## src/rtl/alu_seq.sv

```systemverilog
// rtl/alu_seq.sv - handshaked WIDTH-bit ALU with iterative multiply and divide
//
// Single-cycle logic/add/shift ops complete on the accept edge; MUL (shift-add)
// and DIV/REM (restoring) iterate one bit per cycle and share a busy FSM.
//
// Ports:
//   clk, rst                  rising-edge clock, synchronous active-high reset
//   in_valid / in_ready       request handshake (ready only in IDLE, not in reset)
//   operand1, operand2        WIDTH-bit operands, sampled on the accept edge
//   alu_op                    4-bit opcode, sampled on the accept edge
//   result                    registered result, held until the next completion
//   out_valid                 one-cycle completion pulse
//   zero/carry/overflow/negative/div_zero_flag  registered completion flags
//   write_enable              one-cycle pulse with out_valid for writing ops
module alu_seq #(
    parameter int WIDTH = 8
) (
    input  logic             clk,
    input  logic             rst,
    input  logic             in_valid,
    output logic             in_ready,
    input  logic [WIDTH-1:0] operand1,
    input  logic [WIDTH-1:0] operand2,
    input  logic [3:0]       alu_op,
    output logic [WIDTH-1:0] result,
    output logic             out_valid,
    output logic             zero_flag,
    output logic             carry_flag,
    output logic             overflow_flag,
    output logic             negative_flag,
    output logic             div_zero_flag,
    output logic             write_enable
);

    localparam logic [3:0] OP_ADD  = 4'b0000;
    localparam logic [3:0] OP_SUB  = 4'b0001;
    localparam logic [3:0] OP_MUL  = 4'b0010;
    localparam logic [3:0] OP_DIV  = 4'b0011;
    localparam logic [3:0] OP_AND  = 4'b0100;
    localparam logic [3:0] OP_OR   = 4'b0101;
    localparam logic [3:0] OP_XOR  = 4'b0110;
    localparam logic [3:0] OP_XNOR = 4'b0111;
    localparam logic [3:0] OP_NOT  = 4'b1000;
    localparam logic [3:0] OP_SHR  = 4'b1001;
    localparam logic [3:0] OP_SHL  = 4'b1010;
    localparam logic [3:0] OP_SAR  = 4'b1011;
    localparam logic [3:0] OP_REM  = 4'b1100;
    localparam logic [3:0] OP_CMP  = 4'b1101;

    localparam int CNT_W = $clog2(WIDTH + 1);

    typedef enum logic [1:0] {
        S_IDLE,
        S_MUL,
        S_DIV
    } state_t;

    state_t               state_q, state_d;
    logic [WIDTH-1:0]     result_q, result_d;
    logic                 zero_q, zero_d;
    logic                 carry_q, carry_d;
    logic                 ovf_q, ovf_d;
    logic                 neg_q, neg_d;
    logic                 dz_q, dz_d;
    logic                 out_valid_q, out_valid_d;
    logic                 we_q, we_d;

    logic [2*WIDTH-1:0]   acc_q, acc_d;
    logic [2*WIDTH-1:0]   mcand_q, mcand_d;
    logic [WIDTH-1:0]     mplier_q, mplier_d;
    logic [WIDTH-1:0]     rem_q, rem_d;
    logic [WIDTH-1:0]     quo_q, quo_d;
    logic [WIDTH-1:0]     divisor_q, divisor_d;
    logic                 is_rem_q, is_rem_d;
    logic [CNT_W-1:0]     cnt_q, cnt_d;

    logic                 accept;
    logic                 last_iter;
    logic [WIDTH:0]       sum_ext;
    logic [WIDTH:0]       diff_ext;
    logic                 add_ovf;
    logic                 sub_ovf;
    logic [2*WIDTH-1:0]   acc_nxt;
    logic [WIDTH:0]       r_shift;
    logic [WIDTH:0]       trial;
    logic                 fits;
    logic [WIDTH-1:0]     rem_nxt;
    logic [WIDTH-1:0]     quo_nxt;

    logic [WIDTH-1:0]     res_v;
    logic                 carry_v;
    logic                 ovf_v;
    logic                 dz_v;
    logic                 we_v;
    logic                 done_v;

    assign in_ready  = (state_q == S_IDLE) && !rst;
    assign accept    = in_valid && in_ready;
    assign last_iter = (cnt_q == CNT_W'(WIDTH - 1));

    // Top bit of the extended difference is the unsigned borrow.
    assign sum_ext  = {1'b0, operand1} + {1'b0, operand2};
    assign diff_ext = {1'b0, operand1} - {1'b0, operand2};
    assign add_ovf  = (operand1[WIDTH-1] == operand2[WIDTH-1]) &&
                      (sum_ext[WIDTH-1] != operand1[WIDTH-1]);
    assign sub_ovf  = (operand1[WIDTH-1] != operand2[WIDTH-1]) &&
                      (diff_ext[WIDTH-1] != operand1[WIDTH-1]);

    // Multiplicand shifts left each step while multiplier bits are consumed LSB first.
    assign acc_nxt = acc_q + (mplier_q[0] ? mcand_q : '0);

    // Restoring step: bring in the next dividend bit (MSB first, held in quo_q)
    // and subtract if it fits; trial[WIDTH] set means the subtraction borrowed.
    assign r_shift = {rem_q, quo_q[WIDTH-1]};
    assign trial   = r_shift - {1'b0, divisor_q};
    assign fits    = !trial[WIDTH];
    assign rem_nxt = fits ? trial[WIDTH-1:0] : r_shift[WIDTH-1:0];
    assign quo_nxt = {quo_q[WIDTH-2:0], fits};

    always_comb begin
        state_d     = state_q;
        result_d    = result_q;
        zero_d      = zero_q;
        carry_d     = carry_q;
        ovf_d       = ovf_q;
        neg_d       = neg_q;
        dz_d        = dz_q;
        out_valid_d = 1'b0;
        we_d        = 1'b0;
        acc_d       = acc_q;
        mcand_d     = mcand_q;
        mplier_d    = mplier_q;
        rem_d       = rem_q;
        quo_d       = quo_q;
        divisor_d   = divisor_q;
        is_rem_d    = is_rem_q;
        cnt_d       = cnt_q;

        res_v   = '0;
        carry_v = 1'b0;
        ovf_v   = 1'b0;
        dz_v    = 1'b0;
        we_v    = 1'b1;
        done_v  = 1'b0;

        case (state_q)
            S_IDLE: begin
                if (accept) begin
                    done_v = 1'b1;
                    case (alu_op)
                        OP_ADD: begin
                            res_v   = sum_ext[WIDTH-1:0];
                            carry_v = sum_ext[WIDTH];
                            ovf_v   = add_ovf;
                        end
                        OP_SUB, OP_CMP: begin
                            res_v   = diff_ext[WIDTH-1:0];
                            carry_v = diff_ext[WIDTH];
                            ovf_v   = sub_ovf;
                            we_v    = (alu_op == OP_SUB);
                        end
                        OP_MUL: begin
                            done_v   = 1'b0;
                            state_d  = S_MUL;
                            acc_d    = '0;
                            mcand_d  = {{WIDTH{1'b0}}, operand1};
                            mplier_d = operand2;
                            cnt_d    = '0;
                        end
                        OP_DIV, OP_REM: begin
                            if (operand2 == '0) begin
                                dz_v = 1'b1;
                            end else begin
                                done_v    = 1'b0;
                                state_d   = S_DIV;
                                rem_d     = '0;
                                quo_d     = operand1;
                                divisor_d = operand2;
                                is_rem_d  = (alu_op == OP_REM);
                                cnt_d     = '0;
                            end
                        end
                        OP_AND:  res_v = operand1 & operand2;
                        OP_OR:   res_v = operand1 | operand2;
                        OP_XOR:  res_v = operand1 ^ operand2;
                        OP_XNOR: res_v = ~(operand1 ^ operand2);
                        OP_NOT:  res_v = ~operand1;
                        OP_SHR: begin
                            res_v   = {1'b0, operand1[WIDTH-1:1]};
                            carry_v = operand1[0];
                        end
                        OP_SHL: begin
                            res_v   = {operand1[WIDTH-2:0], 1'b0};
                            carry_v = operand1[WIDTH-1];
                        end
                        OP_SAR: begin
                            res_v   = {operand1[WIDTH-1], operand1[WIDTH-1:1]};
                            carry_v = operand1[0];
                        end
                        default: we_v = 1'b0;
                    endcase
                end
            end
            S_MUL: begin
                acc_d    = acc_nxt;
                mcand_d  = {mcand_q[2*WIDTH-2:0], 1'b0};
                mplier_d = {1'b0, mplier_q[WIDTH-1:1]};
                cnt_d    = cnt_q + CNT_W'(1);
                if (last_iter) begin
                    done_v  = 1'b1;
                    state_d = S_IDLE;
                    res_v   = acc_nxt[WIDTH-1:0];
                    carry_v = |acc_nxt[2*WIDTH-1:WIDTH];
                end
            end
            S_DIV: begin
                rem_d = rem_nxt;
                quo_d = quo_nxt;
                cnt_d = cnt_q + CNT_W'(1);
                if (last_iter) begin
                    done_v  = 1'b1;
                    state_d = S_IDLE;
                    res_v   = is_rem_q ? rem_nxt : quo_nxt;
                end
            end
            default: state_d = S_IDLE;
        endcase

        if (done_v) begin
            result_d    = res_v;
            zero_d      = (res_v == '0);
            neg_d       = res_v[WIDTH-1];
            carry_d     = carry_v;
            ovf_d       = ovf_v;
            dz_d        = dz_v;
            out_valid_d = 1'b1;
            we_d        = we_v;
        end
    end

    always_ff @(posedge clk) begin
        if (rst) begin
            state_q     <= S_IDLE;
            result_q    <= '0;
            zero_q      <= 1'b0;
            carry_q     <= 1'b0;
            ovf_q       <= 1'b0;
            neg_q       <= 1'b0;
            dz_q        <= 1'b0;
            out_valid_q <= 1'b0;
            we_q        <= 1'b0;
            acc_q       <= '0;
            mcand_q     <= '0;
            mplier_q    <= '0;
            rem_q       <= '0;
            quo_q       <= '0;
            divisor_q   <= '0;
            is_rem_q    <= 1'b0;
            cnt_q       <= '0;
        end else begin
            state_q     <= state_d;
            result_q    <= result_d;
            zero_q      <= zero_d;
            carry_q     <= carry_d;
            ovf_q       <= ovf_d;
            neg_q       <= neg_d;
            dz_q        <= dz_d;
            out_valid_q <= out_valid_d;
            we_q        <= we_d;
            acc_q       <= acc_d;
            mcand_q     <= mcand_d;
            mplier_q    <= mplier_d;
            rem_q       <= rem_d;
            quo_q       <= quo_d;
            divisor_q   <= divisor_d;
            is_rem_q    <= is_rem_d;
            cnt_q       <= cnt_d;
        end
    end

    assign result        = result_q;
    assign out_valid     = out_valid_q;
    assign zero_flag     = zero_q;
    assign carry_flag    = carry_q;
    assign overflow_flag = ovf_q;
    assign negative_flag = neg_q;
    assign div_zero_flag = dz_q;
    assign write_enable  = we_q;

endmodule

```

## config.mk

```make
export PLATFORM = sky130hd
export DESIGN_NAME = alu_seq
export DESIGN_NICKNAME = d
export VERILOG_FILES = /design/src/rtl/alu_seq.sv
export SDC_FILE = /design/constraint.sdc
export NUM_CORES = 1
export LEC_CHECK = 0
export CORE_MARGIN = 1
export CORE_UTILIZATION = 40
export DETAILED_ROUTE_END_ITERATION = 8
export GPL_TIMING_DRIVEN = 0
export SLEW_MARGIN = 20
export SYNTH_ARGS = -nofsm -noshare
export SYNTH_HDL_FRONTEND = slang
export SYNTH_SLANG_ARGS = --single-unit
export TNS_END_PERCENT = 5
```

## constraint.sdc

```tcl
create_clock -name clk -period 3.5 [get_ports clk]
set_input_delay 0.525 -clock clk [delete_from_list [all_inputs] [get_ports clk]]
set_output_delay 0.525 -clock clk [all_outputs]
set_load 0.01 [all_outputs]
```

## Yosys cells after proc, flatten, opt, wreduce, memory -nomap -nowiden

Cells that the tools add are included.

- Bits in latches: 0
- Bits of input ports: 23
- Output and inout port bits: 16
- Memories kept: 0
- Register bits: 86
- Memory bits (writable): 0
- Memory bits (read-only): 0
- Word-level logic and storage cells: 134

- Muxes and demuxes: 53
- Equality and inequality tests: 27
- Divide/modulo/power cells: 0
- Shift operators: 0
- Reduce and logical (&&, ||, !) cells: 25
- $mul: 0
- Add/sub/neg operators: 5
- $lt $le $gt $ge: 0
- Bitwise logic cells: 7

Operator list:

| cell | count |
|---|---|
| two-way mux 8 bit | 13 |
| two-way mux 16 bit | 5 |
| one-hot mux 8 bit (10 select lines) | 1 |
| one-hot mux 16 bit (2 select lines) | 2 |
| one-hot mux 8 bit (2 select lines) | 3 |
| == test 4 bit, second input constant | 6 |
| one-hot mux 8 bit (3 select lines) | 1 |
| == test 4 x 3 -> 1 bit, second input constant | 5 |
| adder 16 bit | 1 |
| zero test 8 bit | 2 |
| inverter 8 bit | 2 |
| one-hot mux 4 bit (2 select lines) | 2 |
| AND reduction 4 bit | 4 |
| two-way mux 1 bit | 13 |
| OR reduction 12 bit | 1 |
| one-hot mux 1 bit (2 select lines) | 5 |
| OR reduction 2 bit | 5 |
| adder 8 x 8 -> 9 bit | 1 |
| subtractor 8 x 8 -> 9 bit | 1 |
| subtractor 9 x 8 -> 9 bit | 1 |
| AND 8 bit | 1 |
| == test 4 x 2 -> 1 bit, second input constant | 2 |
| two-way mux 4 bit | 2 |
| OR 8 bit | 1 |
| other kinds (22) | 37 |

## Logic depth before layout (Yosys ltp)

Gate-level depths: netlist (run 1).

- Word-level depth: 7
- Mapped depth: 13
- Gate-level depth less buffers: 13

## Worst setup path before layout (run 1)

Ideal clock, no wire load.

- Path type: register -> register
- From: register mplier_q[0]
- To: register carry_q (netlist: carry_flag)
- Path slack: 296 ps
- Library setup time: 132 ps
- Arrival time: 3,072 ps
- Cell stages (with the launch flop): 14
- Clock period less this slack: 3,204 ps
- Data required time: 3,368 ps
- Path buffers: 1
- Cell sequence: dfxtp_1 > clkbuf_1 > and2_1 > ha_1 > fa_1 > a21o_1 > a2111oi_0 > nor2_1 > nor4_1 > o22ai_1 > or4_1 > o31ai_1 > a31o_1 > a21oi_1

- Cells in the longest elaborated chain, start to end: 5

RTL lines:

| item | RTL line | source |
|---|---|---|
| start, declared | 70 | `logic [WIDTH-1:0] mplier_q, mplier_d;` |
| start signal, assigned | 272 | `mplier_q <= mplier_d;` |
| two-way mux 16 bit | 110 | `assign acc_nxt = acc_q + (mplier_q[0] ? mcand_q : '0);` |
| adder 16 bit | 110 |  |
| OR reduction 8 bit | 213 | `carry_v = \|acc_nxt[2*WIDTH-1:WIDTH];` |
| two-way mux 1 bit | 209 | `if (last_iter) begin` |
| one-hot mux 1 bit (2 select lines) | 146 | `case (state_q)` |
| end signal, assigned | 264 | `carry_q <= carry_d;` |
| end, declared | 61 | `logic carry_q, carry_d;` |

No other way between the ends.
A chain may end at the register's enable or synchronous reset.

## Final worst setup path (run 1)

Ends and elaborated chain as after synthesis.

==> results of run 1 <==
## Yosys cell counts (all sizes together) (7+ instances only)
library cell / instances
nor2: 124
dfxtp: 85
a21oi: 81
nand2: 58
ha: 56
inv: 46
clkbuf: 42
o21ai: 34
a211oi: 31
mux2i: 30
nand3: 29
a22oi: 19
and2: 19
xnor2: 16
nor3: 15
a21o: 13
xor2: 12
buf: 9
nor4: 8
a221oi: 7
o31ai: 7
## state kept, by name, indices dropped and copies added, names as in the netlist, 4 cells and up
name / cells
acc_q: 16
mcand_q: 16
divisor_q: 8
mplier_q: 8
quo_q: 8
rem_q: 8
result: 8
cnt_q: 4
## worst max-delay path, stage by stage (launching register included)
cell and delay, ps:
dfxtp_2 410, and2_1 180, ha_1 210, fa_1 440, a21o_1 250, a2111oi_2 400
nor2_2 130, mux2i_1 230, o22ai_1 110, or4_1 450, o31ai_1 230, a31o_1 180
a21oi_1 60
## through the flow
stage          utilization  area, sq um  hold slack, ps  setup slack [ps]  setup TNS [ps]
4_1_cts              0.471         7520             459             -3.86           -3.86
3_3_place_gp         0.450         7170             440              -512           -2370
6_report             0.476         7590             458              86.3               0
5_1_grt              0.476         7590             485             -29.5           -29.5
3_5_place_dp         0.450         7170             451              -485           -1960
2_1_floorplan            -         6540             432               296               0
## routing by layer
| layer | share of wire | track usage |
|---|---|---|
| met5 | 0 | 0 |
| met4 | 0.031 | 0.102 |
| met3 | 0.064 | 0.0349 |
| met2 | 0.45 | 0.425 |
| met1 | 0.45 | 0.343 |
## cell families (layout without fill, tap and decap cells)
| group | Yosys count | after routing |
|---|---|---|
| adder cells (fa/ha/maj) | 60 | 60 |
| AO/OA/AOI/OAI | 258 | 258 |
| flip-flops | 85 | 85 |
| XOR/XNOR | 28 | 28 |
| multiplexers | 32 | 32 |
| buffers and inverters | 98 | 151 |
| AND/OR/NAND/NOR | 288 | 288 |
## repair_timing
item / CTS / global route
resized for setup: 4 / 18
hold endpoints to repair: 0 / 0
setup endpoints to repair: 3 / 4
buffers inserted: 0 / 4
pin swaps: 0 / 3
## cell type report
cell class / instances / area [sq um] / share of cell area
plain buffers: 48 / 189 / 0.0249
clock buffers: 9 / 225 / 0.0297
clock inverters: 7 / 114 / 0.0150
multi-input cells: 666 / 4510 / 0.595
repair buffers: 40 / 397 / 0.0523
well taps: 216 / 270 / 0.0356
inverters: 47 / 176 / 0.0232
flip-flops and latches: 85 / 1700 / 0.224
## worst paths after layout
check	from	slack, ps	to
min reg2reg	mcand_q[15]	460	mcand_q[15]
max reg2reg	mplier_q[0]	90	carry_flag
min	mcand_q[15]	460	mcand_q[15]
max	mplier_q[0]	90	carry_flag
## power by group through the flow
stage | Clock [W] | Combinational [W] | Sequential [W]
2_1_floorplan | 0 | 0.000419 | 0.00104
3_3_place_gp | 0 | 0.000635 | 0.00104
3_5_place_dp | 0 | 0.000635 | 0.00104
4_1_cts | 0.00111 | 0.000638 | 0.00102
5_1_grt | 0.00116 | 0.000717 | 0.00103
6_report | 0.00110 | 0.000659 | 0.00102
==> results.json, run 1 <==
{
  "via_per_inst": 5.75,
  "grt_antenna_before_repair": 0,
  "coreArea_sq_mm": 0.0159,
  "cts_root_buffer": "clkbuf_16",
  "synth-compound-area-share": 0.271,
  "syn_inst": 849,
  "ys.flop_type": "dfxtp_1",
  "routabilityCongestion": 0.951,
  "yosys.area_share.simple": 0.202,
  "nets": 980,
  "p_int_w": 0.00194,
  "grt_max_degree": 18,
  "p_leak_nw": 3.00,
  "num_vias": 6424,
  "ant_nets": 0,
  "drc": 0,
  "power.total_w": 0.00278,
  "p_clk_frac": 0.395,
  "drt-wirelength-per-cell_um": 18.6,
  "grt_remaining_overflow": 0,
  "synth.top_cells.by_area": "dfxtp_1 26%, ha_1 11%, nor2_1 7.1%",
  "areaGrowthSynthToFinish_pct": 16.1,
  "async_flop_share": 0,
  "maxSlewHeadroom": 0.451,
  "drtPass1Iterations": 5,
  "grt_pass1_vias": 5963,
  "synth-edff-count": 0,
  "start_util": 0.410,
  "synthAdderAreaFrac": 0.119,
  "fin_crit_ps": 3410,
  "wl_mm": 20.8,
  "end_kind": "flop",
  "place_inst": 1101,
  "hold_class": "reg2reg",
  "fin_crit_sh": 0.975,
  "yosys.area.top_type": "dfxtp_1",
  "netlist_area_sq_mm": 0.00654,
  "vdd.ir_drop.worst_mv": 0.234,
  "rows": 46,
  "fp.dieW_um": 130,
  "sw_frac_of_total": 0.302,
  "synth_top_family_by_area": "compound AO/OA/AOI/OAI gates",
  "grt_pass1_wl_mm": 32.9,
  "synth_fp_nets": 932,
  "cts_tree": "built",
  "nFillCells": 1617,
  "crit_type": "reg2reg",
  "slew_viol_final": 0,
  "cts_sinks": 85,
  "worstPathArrival_ps": 3630,
  "clk_latency_ps": 350,
  "r2r_cells": 12,
  "required_ps": 3720,
  "synth_xor_area_frac": 0.0404,
  "ys_seq_area_frac": 0.260,
  "skew_ps": 8.47,
  "status": "complete, no violations",
  "grtUsageTotal": 0.259,
  "seq_power_share": 0.368,
  "synthMuxAreaShare": 0.0500,
  "cts_inserted_buffers": 9,
  "layout-drive-gt1-share": 0.0565,
  "final_common_cell": "nor2_1",
  "cap_violations": 0,
  "final_cell_mix": "123 x nor2_1, 84 x dfxtp_1, 79 x a21oi_1, 58 x nand2_1, 56 x ha_1",
  "ctsHoldBuffers": 0,
  "ys_types": 74,
  "finalSetupViolations": 0,
  "switchingPower_w": 0.000838,
  "path_clk_slew_ps": 70,
  "powerDensity_mw_per_mm2": 366,
  "numPortBuffers": 36,
  "ys_seq_elements": 85,
  "cp_max_fo": 17,
  "startpoint_type": "flop",
  "die_y_um": 130,
  "fin_cells": 1118,
  "drtIter0Drc": 659,
  "clk_path_buf_depth": 2,
  "ys_warn_count": 0,
  "finalHoldViolations": 0,
  "tightest_slew_ps": 817,
  "max_freq_mhz": 293,
  "pwr-share-comb": 0.237,
  "diodes": 0,
  "fp.dieArea_sq_mm": 0.0169,
  "dp.final_hpwl_mm": 16.0,
  "io_pins": 39,
  "holdPathStages": 2,
  "syn_avg_cell_area_sq_um": 7.70,
  "h-tree-depth": 3,
  "yosysTopAreaCellShare": 0.260
}
Note: power is estimated with default switching activity, not from simulation.
==> inputs of run 2 (changes only) <==
CORE_MARGIN = 2   (was 1)
CTS_CLUSTER_DIAMETER = 200   (was default)
==> run 2 against run 1 <==
Setup slack got worse by 35 ps. Largest power group is now registers. Core utilization decreased by 0.44 points. Global-route usage decreased by 2.0 points.
==> results.json, run 2 (synthesis gave the netlist of run 1 again) <==
{
  "status": "complete, no violations",
  "ant_nets": 0,
  "grt_pass1_wl_mm": 32.8,
  "grt_max_degree": 18,
  "final_common_cell": "nor2_1",
  "crit_chain": "clkdlybuf4s50_1, inv_1, ha_1, clkbuf_1, a21oi_2, o21a_1, o31ai_1, o31ai_1, a211oi_1, o211a_1, nand3_1, o41ai_2",
  "crit_start": "operand2[2]",
  "coreArea_sq_mm": 0.0159,
  "diodes": 0,
  "fp.dieW_um": 132,
  "nets": 978,
  "wl_met2_mm": 9.42,
  "areaGrowthSynthToFinish_pct": 15.0,
  "drc": 0,
  "path_depth": 12,
  "p_clk_frac": 0.370,
  "layout-drive-gt1-share": 0.0501,
  "clk_path_buf_depth": 2,
  "path_buf_inv": 3,
  "wl_mm": 20.9,
  "numPortBuffers": 36,
  "end_kind": "flop",
  "slowest_stage": "clkdlybuf4s50_1",
  "crit_path_frequent_cell": "o31ai_1",
  "seq_power_share": 0.385,
  "max_freq_mhz": 290,
  "clk_latency_ps": 350,
  "vdd.ir_drop.worst_mv": 0.286,
  "r2r_cells": 12,
  "cts_tree": "built",
  "reg2reg_to": "carry_flag",
  "rows": 46,
  "cts_sinks": 85,
  "maxSlewHeadroom": 0.420,
  "skew_ps": 9.44,
  "io_pins": 39,
  "grt_antenna_before_repair": 0,
  "fin_ws_ps": 50.9,
  "powerDensity_mw_per_mm2": 354,
  "startpoint_type": "input pin",
  "drtIter0Drc": 529,
  "drt-wirelength-per-cell_um": 18.8,
  "fin_cells": 1115,
  "fin_crit_sh": 0.985,
  "slowest_delay_ps": 580,
  "final_cell_mix": "122 x nor2_1, 84 x dfxtp_1, 79 x a21oi_1, 58 x nand2_1, 56 x ha_1",
  "grtUsageTotal": 0.239,
  "finalHoldViolations": 0,
  "path_clk_slew_ps": 60,
  "dp.final_hpwl_mm": 16.1,
  "cts_inserted_buffers": 9,
  "endpoint": "zero_flag",
  "place_inst": 1101,
  "finalSetupViolations": 0,
  "required_ps": 3760,
  "routabilityCongestion": 0.942,
  "h-tree-depth": 3,
  "via_per_inst": 5.72,
  "grt_pass1_vias": 6015,
  "die_y_um": 132,
  "r2r_slack_ps": 140,
  "pre_cts_slack_ps": -535,
  "worstPathArrival_ps": 3710,
  "cts_root_buffer": "clkbuf_16",
  "switchingPower_w": 0.000834,
  "reg2reg_from": "mplier_q[0]",
  "p_leak_nw": 2.95,
  "sw_frac_of_total": 0.314,
  "largestRegisters": "acc_q x16, mcand_q x16",
  "hold_class": "reg2reg",
  "start_util": 0.410,
  "crit_family": "compound AO/OA/AOI/OAI gates",
  "tightest_slew_ps": 864,
  "pwr-share-comb": 0.245,
  "drtPass1Iterations": 5,
  "fp.dieArea_sq_mm": 0.0174,
  "slew_viol_final": 0,
  "highest_layer": "met4",
  "fin_crit_ps": 3450,
  "crit_type": "in2reg",
  "grt_remaining_overflow": 0,
  "route.met3.wl_mm": 1.38,
  "cap_violations": 0,
  "p_int_w": 0.00182,
  "cp_max_fo": 8,
  "met1Wirelength_mm": 9.50,
  "num_vias": 6374
}
run 2: cell count changes in the layout (fill, tap and decap cells not counted), sizes merged:
| cell | previous run | this run |
|---|---|---|
| clkinv | 5 | 3 |
| buf | 12 | 8 |
| bufinv | 3 | 1 |
| dlymetal6s2s | 3 | 2 |
| clkinvlp | 0 | 1 |
| dlygate4sd2 | 1 | 2 |
| clkbuf | 49 | 53 |
run 2: routing by layer:
metal  vias to the layer above  GRT usage
met5                         -          0
met4                         0     0.0821
met3                        34     0.0561
met2                       210      0.386
met1                      2985      0.314
li1                       3145          -
run 2: worst min path at each step:
stage	startpoint	endpoint	slack (ps)	cells past startpoint
after CTS	div_zero_flag	div_zero_flag	450	2
after global routing	acc_q[0]	acc_q[0]	490	2
final	div_zero_flag	div_zero_flag	450	2
after detailed placement	div_zero_flag	div_zero_flag	450	2
after global placement	mcand_q[15]	mcand_q[15]	440	2
after floorplan	mplier_q[7]	mplier_q[7]	430	2
run 2: metrics by stage:
step / total power, W / utilization / setup TNS [ps] / hold slack [ps] / cell area (sq um)
final: 0.00266 / 0.472 / 0 / 451 / 7520
after global routing: 0.00278 / 0.472 / -19.4 / 488 / 7520
after CTS: 0.00266 / 0.469 / 0 / 454 / 7480
after detailed placement: 0.00168 / 0.450 / -2310 / 446 / 7170
after global placement: 0.00168 / 0.450 / -2210 / 439 / 7170
after floorplan: 0.00146 / - / 0 / 432 / 6540
run 2: power by group through the flow:
stage | Combinational, W | Clock (W) | Sequential, W
3_5_place_dp | 0.000636 | 0 | 0.00104
2_1_floorplan | 0.000419 | 0 | 0.00104
5_1_grt | 0.000706 | 0.00104 | 0.00103
6_report | 0.000651 | 0.000984 | 0.00102
3_3_place_gp | 0.000636 | 0 | 0.00104
4_1_cts | 0.000637 | 0.00100 | 0.00102
run 2: layout make-up:
type | count | area (sq um)
buffer | 50 | 195
clock buffer | 11 | 253
clock inverter | 4 | 47.5
fill | 1668 | 8420
inverter | 47 | 176
multi-input combinational | 666 | 4510
sequential | 85 | 1700
tap | 216 | 270
timing repair buffer | 36 | 363
run 2: what timing repair did:
| item | 4_1_cts | 5_1_grt |
|---|---|---|
| gates cloned | 0 | 0 |
| buffers inserted | 0 | 0 |
| setup endpoints to repair | 3 | 5 |
| gates resized for setup | 6 | 14 |
| hold buffers | 0 | 0 |
| pin swaps | 1 | 1 |
run 2: tightest hold or removal path, stage by stage, from the launching register on:
cell     delay (ps)
dfxtp_1         310
nand2_1          50
a21oi_1          50
